===== config.mk =====
export PLATFORM = sky130hd
export DESIGN_NAME = serial_word_sequencer
export DESIGN_NICKNAME = d
export VERILOG_FILES = /design/src/rtl/serial_fsm_pkg.sv /design/src/rtl/serial_shift_reg.sv /design/src/rtl/serial_word_sequencer.sv
export SDC_FILE = /design/constraint.sdc
export NUM_CORES = 1
export LEC_CHECK = 0
export CORE_UTILIZATION = 35
export CTS_CLUSTER_SIZE = 14
export DETAILED_ROUTE_END_ITERATION = 6
export DONT_BUFFER_PORTS = 1
export HOLD_SLACK_MARGIN = 0.15
export MAX_ROUTING_LAYER = met4
export PLACE_DENSITY = 0.47
export SETUP_SLACK_MARGIN = 0.15
export SLEW_MARGIN = 0
export SYNTH_ARGS = -nofsm -noshare
export SYNTH_HDL_FRONTEND = slang
export SYNTH_SLANG_ARGS = --single-unit

===== constraint.sdc =====
create_clock -name clk -period 2.2 [get_ports clk]
set_clock_uncertainty 0.1 [all_clocks]
set_input_delay 0.11 -clock clk [delete_from_list [all_inputs] [get_ports clk]]
set_output_delay 0.11 -clock clk [all_outputs]
set_load 0.01 [all_outputs]

===== src/rtl/serial_fsm_pkg.sv =====
// rtl/serial_fsm_pkg.sv - shared state encoding and sizing helper for the serial word sequencer
package serial_fsm_pkg;

    typedef enum logic [1:0] {
        IDLE   = 2'd0,
        CLEAR  = 2'd1,
        SHIFT  = 2'd2,
        SAMPLE = 2'd3
    } seq_state_e;

    // Counter must hold the value WIDTH itself, not just WIDTH-1.
    function automatic int cnt_width(input int width);
        return $clog2(width + 1);
    endfunction

endpackage


===== src/rtl/serial_shift_reg.sv =====
// rtl/serial_shift_reg.sv - parallel-load, zero-fill shift register with selectable serial end
module serial_shift_reg #(
    parameter int WIDTH     = 8,
    parameter bit MSB_FIRST = 1'b1
) (
    input  logic             clk,
    input  logic             rst,
    input  logic             load,
    input  logic             shift,
    input  logic [WIDTH-1:0] data_in,
    output logic             ser_out
);

    logic [WIDTH-1:0] shreg_q, shreg_d;

    always_comb begin
        shreg_d = shreg_q;
        if (load) begin
            shreg_d = data_in;
        end else if (shift) begin
            if (MSB_FIRST) begin
                shreg_d = {shreg_q[WIDTH-2:0], 1'b0};
            end else begin
                shreg_d = {1'b0, shreg_q[WIDTH-1:1]};
            end
        end
    end

    always_ff @(posedge clk) begin
        if (rst) begin
            shreg_q <= '0;
        end else begin
            shreg_q <= shreg_d;
        end
    end

    assign ser_out = MSB_FIRST ? shreg_q[WIDTH-1] : shreg_q[0];

endmodule


===== src/rtl/serial_word_sequencer.sv =====
// rtl/serial_word_sequencer.sv - streams a parallel word through an external bit-serial FSM and captures its verdict
module serial_word_sequencer
    import serial_fsm_pkg::*;
#(
    parameter int WIDTH     = 8,
    parameter bit MSB_FIRST = 1'b1
) (
    input  logic             clk,
    input  logic             rst,
    input  logic             start,
    input  logic [WIDTH-1:0] data_in,
    input  logic             abort,
    output logic             busy,
    output logic             done,
    output logic             result,
    output logic             fsm_rst,
    output logic             fsm_bit,
    input  logic             fsm_out
);

    localparam int CW = cnt_width(WIDTH);

    seq_state_e    state_q, state_d;
    logic [CW-1:0] cnt_q, cnt_d;
    logic          done_q, done_d;
    logic          result_q, result_d;
    logic          load, shift, ser_bit;

    serial_shift_reg #(
        .WIDTH     (WIDTH),
        .MSB_FIRST (MSB_FIRST)
    ) u_shreg (
        .clk     (clk),
        .rst     (rst),
        .load    (load),
        .shift   (shift),
        .data_in (data_in),
        .ser_out (ser_bit)
    );

    always_comb begin
        state_d  = state_q;
        cnt_d    = cnt_q;
        done_d   = 1'b0;
        result_d = result_q;
        load     = 1'b0;
        shift    = 1'b0;
        case (state_q)
            IDLE: begin
                if (start) begin
                    load    = 1'b1;
                    cnt_d   = CW'(WIDTH);
                    state_d = CLEAR;
                end
            end
            CLEAR: state_d = SHIFT;
            SHIFT: begin
                shift = 1'b1;
                cnt_d = cnt_q - CW'(1);
                if (cnt_q == CW'(1)) begin
                    state_d = SAMPLE;
                end
            end
            SAMPLE: begin
                result_d = fsm_out;
                done_d   = 1'b1;
                state_d  = IDLE;
            end
            default: state_d = IDLE;
        endcase
        // Abort wins over every in-flight action, including the final capture.
        if (abort && (state_q != IDLE)) begin
            state_d  = IDLE;
            done_d   = 1'b0;
            result_d = result_q;
        end
    end

    always_ff @(posedge clk) begin
        if (rst) begin
            state_q  <= IDLE;
            cnt_q    <= '0;
            done_q   <= 1'b0;
            result_q <= 1'b0;
        end else begin
            state_q  <= state_d;
            cnt_q    <= cnt_d;
            done_q   <= done_d;
            result_q <= result_d;
        end
    end

    assign busy    = (state_q != IDLE);
    assign done    = done_q;
    assign result  = result_q;
    assign fsm_rst = (state_q == CLEAR);
    assign fsm_bit = (state_q == SHIFT) && ser_bit;

endmodule


Word level (Yosys, flattened, before mapping)
Cells that the tools add are included.

Bits in registers: 16. Bits of input ports: 13. Output and inout port bits: 5. Word-level logic and storage cells: 34.

$add $sub $neg: 1. Eq/ne operators: 6. Multiplexer cells: 11. Bitwise operators: 1. Reductions and logical operators: 10.

Operators by type and width (count): $mux 8 (2); $pmux 2 s4 (1); $pmux 4 s2 (1); $reduce_and 2->1 (3); $reduce_bool 2->1 (3); $eq 2x2->1 const B (2); $eq 4x1->1 const B (1); $mux 1 (4); $mux 2 (2); $mux 4 (1); $ne 2x2->1 const B (2); $sub 4x1->4 const B (1); $eq 2x1->1 const B (1); $logic_and 1x1->1 (2); $logic_not 2->1 (1); $reduce_or 2->1 (1); $not 1->1 (1).

Depth between registers and ports, before layout
Gate-level depths: netlist of run 1.

Depth in word-level cells: 4. Depth in mapped cells: 6.

Hierarchy
From an unflattened synthesis of run 1, not the netlist that was laid out.

Cells, all modules: 89. Area, all modules: 868.3 um^2.

By module, submodules not included: serial_word_sequencer (instances 1, cells an instance 54, area each 499.2 um^2); serial_shift_reg (instances 1, cells an instance 35, area each 369.1 um^2).

Worst setup path before layout of run 1
No wires, ideal clock.

Path kind: register -> register. From: register state_q[0]. To: register state_q[1]. Library setup time: 123 ps. Arrival time: 1313 ps. Data required time: 1977 ps. Setup slack: 664 ps. Stages on the path, launching flop included: 6. Path buffers: 0. Clock period less this slack: 1536 ps. Cell sequence: dfxtp_1 > inv_1 > ha_1 > nand2b_1 > a21boi_2 > mux2_1.

Longest elaborated chain between the ends: 3.

Ends and longest elaborated chain: start, declared (line serial_word_sequencer.sv:23) `seq_state_e state_q, state_d;`; start signal, assigned (line serial_word_sequencer.sv:86) `state_q <= state_d;`; $eq 2x2->1, or another cell as far along (line serial_word_sequencer.sv:48) `case (state_q)`; $ne 2x2->1 (no source line) / $logic_and 1x1->1 (equally long branches); $reduce_and 2->1 (no source line) / $reduce_or 2->1 (equally long branches).

Parallel ways exist; a longest one is shown, timed or not. A chain may end at the register's enable or synchronous reset.

Worst setup path after layout of run 1
Ends and elaborated chain as after synthesis.

==> impl_results.md, run 1 <==
* Status: complete, no violations
* Die height at 50.6 um
* Setup TNS at 0 ns
* Met2 track demand over resource at 22.7%
* Post-synthesis mux area share at 11.0%
* Clk pin slew, worst setup/hold paths at 0.09 ns
* Site Rows at 17
* Worst skew pair latency at 0.29 ns
* RSZ-0062 raised after global routing: no
* Main combinational cell family by area after synthesis: simple AND/OR/NAND/NOR gates
* Cts repair resizes at 0
* Syn Std Cell Area at 827 um^2
* Syn_area_per_cell at 9.09 um^2
* Complex-gate fraction of the synthesized area at 15.1%
* Dpl hpwl at 1110 um
* R2r setup slk at 0.53 ns
* Final max-slew violation count at 0
* Vias in the first global route at 607
* Final Cycle Share at 75.8%
* Slowest CP cell: dfxtp_1
* GRT Max-Usage Layer: met2
* Largest stage delay, worst path at 0.39 ns
* Post-layout min period at 1.67 ns
* DRC at 0
* Power per standard cell area at 1100 nW/um^2
* Largest net degree at the start of global routing at 19
* Syn nets at 110
* Max Fanout on Critical Path at 6
* Final nets at 124
* Hold violation count in the final report at 0
* Leakage at 0.375 nW
* ANT cells at 0
* Initial DRC count at 10
* DP Area at 852 um^2
* CTS buffer count at 3
* Post-synthesis share of cell area spent on xor and xnor gates at 0%
* Worst Path Class, Setup: reg2reg
* CTS tree: built
* Max_slew headroom at 57.3%
* Via/cell ratio at 5.08
* Die X at 50.6 um
* DR vias at 670
* Layout cell share with drive strength beyond 1 at 6.73%
* R2R depth at 5
* Sink Count at 16
* IO buf count at 0
* Fin area at 1010 um^2
* Adder-cell area share of the yosys netlist at 9.08%
* Hold_buf cts at 12
* Synthesized instance count at 91
* Initial antenna violation count at 0
* Post-Synth Simple-Gate Area at 19.8%
* Clock tree buffer depth at 2
* Post-synthesis register bit count at 16
* Global-route usage over all layers at 15.1%
* First-pass GRT wire length at 2660 um
* Core area at 2210 um^2
* Worst Tran Pin Value at 0.638 ns
* FMAX at 0.600 GHz
* Total iterations of the first detailed-routing run at 2
* Final setup viols at 0
* Syn. warnings at 0
* Die Area at 2560 um^2
* Hold Path Cell Cnt at 2
* Routed WL at 1560 um
* Seq/Total Area, Yosys at 38.7%
* Met3 GRT Util at 3.64%
* Area share of the largest cell type after synthesis at 38.7%
* Max VDD drop at 0.492 mV
* Initial cell density of the core at 37.4%
* Root buffer cell: clkbuf_4
* Crit-path cells: inv_1, ha_1, nand2b_1, a21boi_2, mux2_1
* Synthesis-to-finish area growth at 21.9%
* GRT met1 Usage at 17.2%
* Post-synth cell types at 25
* Wire per inst at 11.8 um
* Setup repair bufs after CTS at 0
* Number of fill cells at 234
* CP endpoint kind: flop
* Global route overflow at 0
* IO Count at 18
* Largest area contributor in the netlist: dfxtp_1
* Startpoint Class: flop
* Gp weighted congestion at 0.823
* Post-DRT Antenna Nets at 0
* Max-Cap Viols at 0
* Critical Path RT at 2.29 ns
* Hold Path Class: in2reg
* Synth top area cells: dfxtp_1 (39%), mux2i_1 (9.7%), ha_1 (9.1%), a211oi_1 (6.4%), nor2_1 (3.6%)
* H-tree levels at 1
* Critical Path AT at 1.75 ns
critical path, delay by kind of cell (launching register included):
family | cells | cell delay (ns)
simple gates | 1 | 0.19
fa+ha+maj | 1 | 0.27
flops | 1 | 0.39
compound gates | 1 | 0.21
mux | 1 | 0.32
buf+inv | 1 | 0.08
through the flow:
| stage | hold WS [ns] | std cells | power, mW | setup slack (ns) | utilization, % |
|---|---|---|---|---|---|
| 6_report | 0.238 | 132 | 1.11 | 0.533 | 45.6 |
| 5_1_grt | 0.296 | 132 | 1.21 | 0.344 | 45.6 |
| 4_1_cts | 0.234 | 132 | 1.13 | 0.520 | 45.6 |
| 3_5_place_dp | 0.0835 | 116 | 0.902 | 0.538 | 38.5 |
| 3_3_place_gp | 0.0821 | 116 | 0.898 | 0.560 | 38.5 |
| 2_1_floorplan | 0.158 | 91 | 0.815 | 0.664 | - |
cell families (layout without fill, tap and decap cells):
logic type / Yosys count / in the layout
compound gates: 18 / 18
buf+inv: 12 / 25
fa+ha+maj: 6 / 6
simple gates: 30 / 30
mux: 9 / 9
flops: 16 / 16
final timing paths:
path / from / to
worst min register to register: u_shreg.shreg_q[0]$_SDFFE_PP0P_ / u_shreg.shreg_q[0]$_SDFFE_PP0P_
worst min-delay path: start / u_shreg.shreg_q[6]$_SDFFE_PP0P_
worst max-delay path: state_q[0]$_SDFFE_PP0P_ / state_q[1]$_SDFFE_PP0P_
worst max register to register: state_q[0]$_SDFFE_PP0P_ / state_q[1]$_SDFFE_PP0P_
cells in the mapped netlist:
cell	number
a211oi_1	7
a21boi_2	1
a21oi_1	5
a32oi_1	1
a41o_1	1
and2_1	1
buf_2	2
buf_4	1
clkbuf_1	2
dfxtp_1	16
ha_1	6
inv_1	7
mux2_1	1
mux2i_1	8
nand2_1	2
nand2b_1	3
nand3_1	2
nand3b_1	3
nor2_1	8
nor2b_1	4
nor3_1	4
nor3b_1	2
o21a_1	1
o21ai_0	2
or3b_1	1
routing by layer:
| metal | vias to the layer above | wire length, um |
|---|---|---|
| met3 | 5 | 60 |
| met1 | 309 | 784 |
| met5 | - | 0 |
| met4 | 0 | 49 |
| met2 | 14 | 667 |
| li1 | 342 | - |
registers in the layout, summed over array words and instances, names as in the netlist:
signal	flops
state_q	2
done	1
result	1
u_shreg.shreg_q	8
cnt_q	4
layout by cell type (no fill, tap or decap), drive strengths merged, types with 2 or more instances in the layout:
cell type,instances
dlygate4sd3,12
nand2b,3
nor3b,2
nand2,2
nor2,8
nand3b,3
a21oi,5
ha,6
clkbuf,4
o21ai,2
nor2b,4
mux2i,8
buf,2
inv,7
nand3,2
dfxtp,16
nor3,4
a211oi,7
area by class of cell:
| cell class | instances | area (um^2) | share of cell area (%) |
|---|---|---|---|
| Multi-Input combinational cell | 63 | 455 | 45.2 |
| Tap cell | 28 | 35.0 | 3.47 |
| Sequential cell | 16 | 320 | 31.8 |
| Timing Repair Buffer | 14 | 135 | 13.4 |
| Clock buffer | 4 | 36.3 | 3.60 |
| Inverter | 7 | 26.3 | 2.61 |
where the power goes:
| part | total, mW | leakage [nW] | switching [mW] | internal [mW] |
|---|---|---|---|---|
| registers | 0.436 | 0.131 | 0.0584 | 0.377 |
| logic | 0.477 | 0.223 | 0.260 | 0.217 |
| clock network | 0.195 | 0.0210 | 0.0943 | 0.101 |
| total | 1.11 | 0.375 | 0.413 | 0.695 |
Note: power is estimated with default switching activity, not from simulation.
==> inputs of run 2 (changes only) <==
==> constraint.sdc (replaced) <==
create_clock -name clk -period 1.7 [get_ports clk]
set_clock_uncertainty 0.1 [all_clocks]
set_input_delay 0.085 -clock clk [delete_from_list [all_inputs] [get_ports clk]]
set_output_delay 0.085 -clock clk [all_outputs]
set_load 0.01 [all_outputs]
==> impl_results.md, run 2 (synthesis gave the netlist of run 1 again) <==
* Status: complete, no violations
* Gp weighted congestion at 0.699 (-15%)
* Max Fanout on Critical Path at 4 (-2)
* Placed cells at 117 (+0.86%)
* Fin area at 1100 um^2 (+9.3%)
* Dpl hpwl at 1110 um (+0.17%)
* Hold Path Cell Cnt at 2 (unchanged)
* First-pass GRT wire length at 2910 um (+9.3%)
* GRT met1 Usage at 17.3% (+0.064 points)
* Initial antenna violation count at 0 (unchanged)
* Power per standard cell area at 1450 nW/um^2 (+32%)
* Met3 GRT Util at 5.45% (+1.8 points)
* Worst Tran Pin Value at 0.700 ns (+0.0616 ns)
* Vias in the first global route at 653 (+7.6%)
* Slowest CP cell: dfxtp_2
* Global-route usage over all layers at 15.9% (+0.80 points)
* RSZ-0062 raised after global routing: yes
* Hold Path Class: reg2reg
* Wire per inst at 12.9 um (+8.8%)
* Critical Path AT at 1.67 ns (-0.08 ns)
* R2r setup slk at 0.12 ns (-0.42 ns)
* Leakage at 0.402 nW (+7.0%)
* Site Rows at 17 (unchanged)
* Critical register-to-register path startpoint: cnt_q[0]$_SDFFE_PP0P_
* Final max-slew violation count at 0 (unchanged)
* Crit-path cells: ha_4, or3b_4, a21boi_2, mux2_4
* WP buf/inv at 0 (-1)
* IO Count at 18 (unchanged)
* Core area at 2210 um^2 (unchanged)
* Worst hold margin at 0.403 ns (+0.164 ns)
* Max-Cap Viols at 0 (unchanged)
* Final setup viols at 0 (unchanged)
* Startpoint Class: flop
* DRC at 0 (unchanged)
* Combinational share of power at 47.7% (+4.6 points)
* CTS tree: built
* Hold Path End: cnt_q[0]$_SDFFE_PP0P_
* Hold violation count in the final report at 0 (unchanged)
* Setup TNS at 0 ns (unchanged)
* Net switching power figure at 0.596 mW (+44%)
* Clk pin slew, worst setup/hold paths at 0.10 ns (about the same)
* Final Cycle Share at 93.0% (+17 points)
* DR vias at 668 (-0.30%)
* Largest net degree at the start of global routing at 19 (unchanged)
* Max VDD drop at 0.731 mV (+49%)
* ANT cells at 0 (unchanged)
* Via/cell ratio at 4.95 (-2.5%)
* Root buffer cell: clkbuf_4
* Reg2reg end: state_q[1]$_SDFFE_PP0P_
* Synthesis-to-finish area growth at 33.3%
* Die X at 50.6 um (unchanged)
* Max reg flops at 8 (unchanged)
* Post-DRT Antenna Nets at 0 (unchanged)
* Layout cell share with drive strength beyond 1 at 22.4% (+16 points)
* Total iterations of the first detailed-routing run at 3 (+1)
* Largest reg by FF count: u_shreg.shreg_q
* Worst Path Class, Setup: reg2reg
* DP Area at 860 um^2 (+0.88%)
* Most frequent cells in the layout: dfxtp_1 (12), dlygate4sd3_1 (12), nor2_1 (8)
* H-tree levels at 1 (unchanged)
* Register share of total power at 36.4% (-2.9 points)
* Final cell count without fillers at 135 (+2.3%)
* FMAX at 0.632 GHz (+5.4%)
* Met2 track demand over resource at 27.3% (+4.7 points)
* Die height at 50.6 um (unchanged)
* IO buf count at 0 (unchanged)
* Sw Ratio at 37.2% (-0.065 points)
* Clk pwr share at 16.0% (-1.6 points)
* Die Area at 2560 um^2 (unchanged)
* Max_slew headroom at 53.2% (-4.1 points)
* Cell family with most CP delay: flip-flops
* Internal at 1.01 mW (+45%)
* Setup crit start: cnt_q[0]$_SDFFE_PP0P_
* Hold_sp: cnt_q[0]$_SDFFE_PP0P_
* R2R depth at 4 (-1)
* Initial cell density of the core at 37.4% (unchanged)
* CTS buffer count at 3 (unchanged)
* CP endpoint kind: flop
* Final nets at 127 (+2.4%)
* Post-layout min period at 1.58 ns (-0.0848 ns)
* Critical Path RT at 1.79 ns (-0.50 ns)
* Largest stage delay, worst path at 0.39 ns (about the same)
* Worst skew pair latency at 0.29 ns (about the same)
* Global route overflow at 0 (unchanged)
* Sink Count at 16 (unchanged)
* GRT Max-Usage Layer: met2
* Initial DRC count at 3 (-7)
* Routed WL at 1740 um (+11%)
* Clock tree buffer depth at 2 (unchanged)
* Largest registers: u_shreg.shreg_q x8, cnt_q x4, state_q x2
[run 2: cell count changes in the layout (fill, tap and decap cells not counted), sizes merged]
cell	change
buf	+3
[run 2: how the worst max path moves through the flow]
stage,end,depth (start not counted)
after floorplan,state_q[1]$_SDFFE_PP0P_,5
after global routing,state_q[1]$_SDFFE_PP0P_,5
after CTS,state_q[1]$_SDFFE_PP0P_,5
after detailed placement,u_shreg.shreg_q[5]$_SDFFE_PP0P_,5
after global placement,u_shreg.shreg_q[2]$_SDFFE_PP0P_,5
final,state_q[1]$_SDFFE_PP0P_,4
[run 2: repair_timing]
action	in CTS	in global routing
hold endpoints to repair	16	0
buffers inserted	1	1
resized for setup	10	10
pin swaps	1	2
setup endpoints to repair	11	11
hold buffers	12	0
[run 2: layout make-up]
cell class                 instances  area [um^2]
fill                             219         1110
multi-input combinational         63          514
sequential                        16          325
timing repair buffer              17          165
clock buffer                       4         36.3
tap                               28         35.0
inverter                           7         26.3
[run 2: power groups by stage]
stage	clock, mW	sequential [mW]	combinational [mW]
floorplan	0	0.553	0.502
global placement	0	0.574	0.595
detailed placement	0	0.576	0.603
CTS	0.265	0.575	0.692
global route	0.287	0.600	0.849
finish	0.256	0.583	0.764
[run 2: stage by stage]
step	util, %	power (mW)	worst slack [ns]
detailed placement	38.9	1.18	0.0259
floorplan	-	1.05	0.164
global route	49.8	1.74	0.0996
global placement	38.9	1.17	0.123
finish	49.8	1.60	0.118
CTS	47.6	1.53	0.155
[run 2: layer usage]
metal	vias to the layer above	share of wire [%]
met4	0	0.81
met1	300	47
met2	13	49
met5	-	0
met3	2	3.0
li1	353	-
[run 2: worst min-delay path, stage by stage, from the launching register on]
cell,delay [ns]
dfxtp_2,0.36
nand2_1,0.06
a21oi_1,0.05
==> inputs of run 3 (changes only) <==
--- a/config.mk
+++ b/config.mk
@@ -5,13 +5,14 @@
 export SDC_FILE = /design/constraint.sdc
 export NUM_CORES = 1
 export LEC_CHECK = 0
-export CORE_UTILIZATION = 35
+export CORE_UTILIZATION = 30
+export CTS_BUF_LIST = sky130_fd_sc_hd__clkbuf_2 sky130_fd_sc_hd__clkbuf_4 sky130_fd_sc_hd__clkbuf_8
 export CTS_CLUSTER_SIZE = 14
 export DETAILED_ROUTE_END_ITERATION = 6
 export DONT_BUFFER_PORTS = 1
 export HOLD_SLACK_MARGIN = 0.15
 export MAX_ROUTING_LAYER = met4
-export PLACE_DENSITY = 0.47
+export PLACE_DENSITY = 0.42
 export SETUP_SLACK_MARGIN = 0.15
 export SLEW_MARGIN = 0
 export SYNTH_ARGS = -nofsm -noshare
==> impl_results.md, run 3 (synthesis gave the netlist of run 1 again) <==
* Sink Count at 16 (unchanged)
* Status: complete, no violations
* ANT cells at 0 (unchanged)
* Total power at 1.63 mW (+2.0%)
* H-tree levels at 1 (unchanged)
* Global route overflow at 0 (unchanged)
* DR vias at 695 (+4.0%)
* Die height at 54.5 um (+7.7%)
* DRC at 0 (unchanged)
* Number of fill cells at 256 (+17%)
* Die Area at 2970 um^2 (+16%)
* CTS buffer count at 3 (unchanged)
* Via/cell ratio at 5.00 (+1.0%)
* Clk pwr share at 15.7% (-0.3 points)
* RSZ-0062 raised after global routing: yes
* Setup TNS at 0 ns (unchanged)
* Die X at 54.5 um (+7.7%)
* Final max-slew violation count at 0 (unchanged)
* CP endpoint kind: flop
* Largest stage delay, worst path at 0.39 ns (about the same)
* IO Count at 18 (unchanged)
* Hold Path Class: reg2reg
* Post-DRT Antenna Nets at 0 (unchanged)
* Max reg flops at 8 (unchanged)
* Final Cycle Share at 93.6% (+0.56 points)
* Core area at 2540 um^2 (+15%)
* Power per standard cell area at 1480 nW/um^2 (+1.6%)
* Max-Cap Viols at 0 (unchanged)
* Final setup viols at 0 (unchanged)
* Vias in the first global route at 639 (-2.1%)
* Dpl ws at 0.111 ns (+0.0856 ns)
* Critical Path AT at 1.68 ns (about the same)
* Sw Ratio at 36.8% (-0.40 points)
* Leakage at 0.416 nW (+3.4%)
* Hold violation count in the final report at 0 (unchanged)
* CTS tree: built
* Worst Path Class, Setup: reg2reg
* Slowest CP cell: or3b_4
* Layout cell share with drive strength beyond 1 at 20.2% (-2.2 points)
* Internal at 1.03 mW (+2.6%)
* Max VDD drop at 0.628 mV (-14%)
* Site Rows at 18 (+1)
* Clk pin slew, worst setup/hold paths at 0.10 ns (about the same)
* Final cell count without fillers at 139 (+3.0%)
* Global-route usage over all layers at 13.9% (-1.9 points)
* Final nets at 129 (+1.6%)
* First-pass GRT wire length at 2740 um (-5.9%)
* FMAX at 0.628 GHz (-0.60%)
* Placed cells at 120 (+2.6%)
* Initial cell density of the core at 32.5% (-4.9 points)
* Register share of total power at 35.5% (-0.9 points)
* Largest registers: u_shreg.shreg_q x8, cnt_q x4, state_q x2
* Worst skew pair latency at 0.29 ns (about the same)
* Largest reg by FF count: u_shreg.shreg_q
* Root buffer cell: clkbuf_4
* Initial DRC count at 4 (+1)
* Crit-path cells: inv_2, ha_1, or3b_4, a21boi_4, mux2_4
* Post-layout min period at 1.59 ns (+0.00950 ns)
* Total iterations of the first detailed-routing run at 4 (+1)
* Routed WL at 1830 um (+5.0%)
* IO buf count at 0 (unchanged)
* Final setup margin at 0.109 ns (-0.00950 ns)
* Worst Tran Pin Value at 0.679 ns (-0.0201 ns)
* Synthesis-to-finish area growth at 33.7%
* Max_slew headroom at 54.6% (+1.3 points)
* Most frequent cells in the layout: dfxtp_1 (12), dlygate4sd3_1 (12), nor2_1 (8)
* Max Fanout on Critical Path at 2 (-2)
* Combinational share of power at 48.8% (+1.1 points)
* Critical Path RT at 1.79 ns (about the same)
* Gp weighted congestion at 0.690 (-1.3%)
* Wire per inst at 13.1 um (+2.0%)
* Net switching power figure at 0.602 mW (+0.88%)
* Clock tree buffer depth at 2 (unchanged)
* Initial antenna violation count at 0 (unchanged)
* Dpl hpwl at 1120 um (+0.94%)
* Startpoint Class: flop
* Largest net degree at the start of global routing at 19 (unchanged)
run 3: critical path: cells and delay by family, from the launching register on:
kind	cells	cell delay [ns]
compound gates	1	0.18
flops	1	0.33
buf+inv	1	0.05
simple gates	1	0.39
mux	1	0.31
fa+ha+maj	1	0.13
run 3: final cells by class:
| cell class | count | area, um^2 | area share, % |
|---|---|---|---|
| clock buffer | 4 | 36.3 | 3.28 |
| multi-input combinational | 63 | 488 | 44.1 |
| inverter | 7 | 26.3 | 2.38 |
| tap | 30 | 37.5 | 3.39 |
| timing repair buffer | 19 | 193 | 17.4 |
| sequential | 16 | 325 | 29.4 |
run 3: per-layer routing:
layer	up-vias	global-route usage, %	wire [um]
met5	-	-	0
met3	2	2.50	61
met4	0	8.97	15
li1	354	-	-
met1	327	15.0	898
met2	12	23.4	849
run 3: per-stage QoR:
step           hold WS (ns)  instance area (um^2)  util (%)
2_1_floorplan         0.133                   827         -
3_3_place_gp         0.0578                   882      34.7
3_5_place_dp         0.0616                   882      34.7
4_1_cts               0.383                  1070      42.0
5_1_grt               0.425                  1110      43.5
6_report              0.415                  1110      43.5
run 3: final timing paths:
kind	from	end	slack [ns]	depth (start not counted)
min reg2reg	u_shreg.shreg_q[0]$_SDFFE_PP0P_	u_shreg.shreg_q[0]$_SDFFE_PP0P_	0.42	2
max	cnt_q[1]$_SDFFE_PP0P_	state_q[1]$_SDFFE_PP0P_	0.11	5
min	u_shreg.shreg_q[0]$_SDFFE_PP0P_	u_shreg.shreg_q[0]$_SDFFE_PP0P_	0.42	2
max reg2reg	cnt_q[1]$_SDFFE_PP0P_	state_q[1]$_SDFFE_PP0P_	0.11	5
run 3: what timing repair did:
item                                    4_1_cts  5_1_grt
hold buffers                                 12        0
pin swaps                                     1        1
setup buffers                                 2        1
endpoints found under the setup margin        2        5
resized for setup                             8        6
endpoints found under the hold margin        16        0
run 3: power groups by stage:
stage | clock (mW) | combinational, mW | sequential [mW]
after floorplan | 0 | 0.502 | 0.553
after global placement | 0 | 0.643 | 0.572
after detailed placement | 0 | 0.649 | 0.574
after CTS | 0.269 | 0.722 | 0.570
after global routing | 0.283 | 0.881 | 0.597
final | 0.257 | 0.798 | 0.580
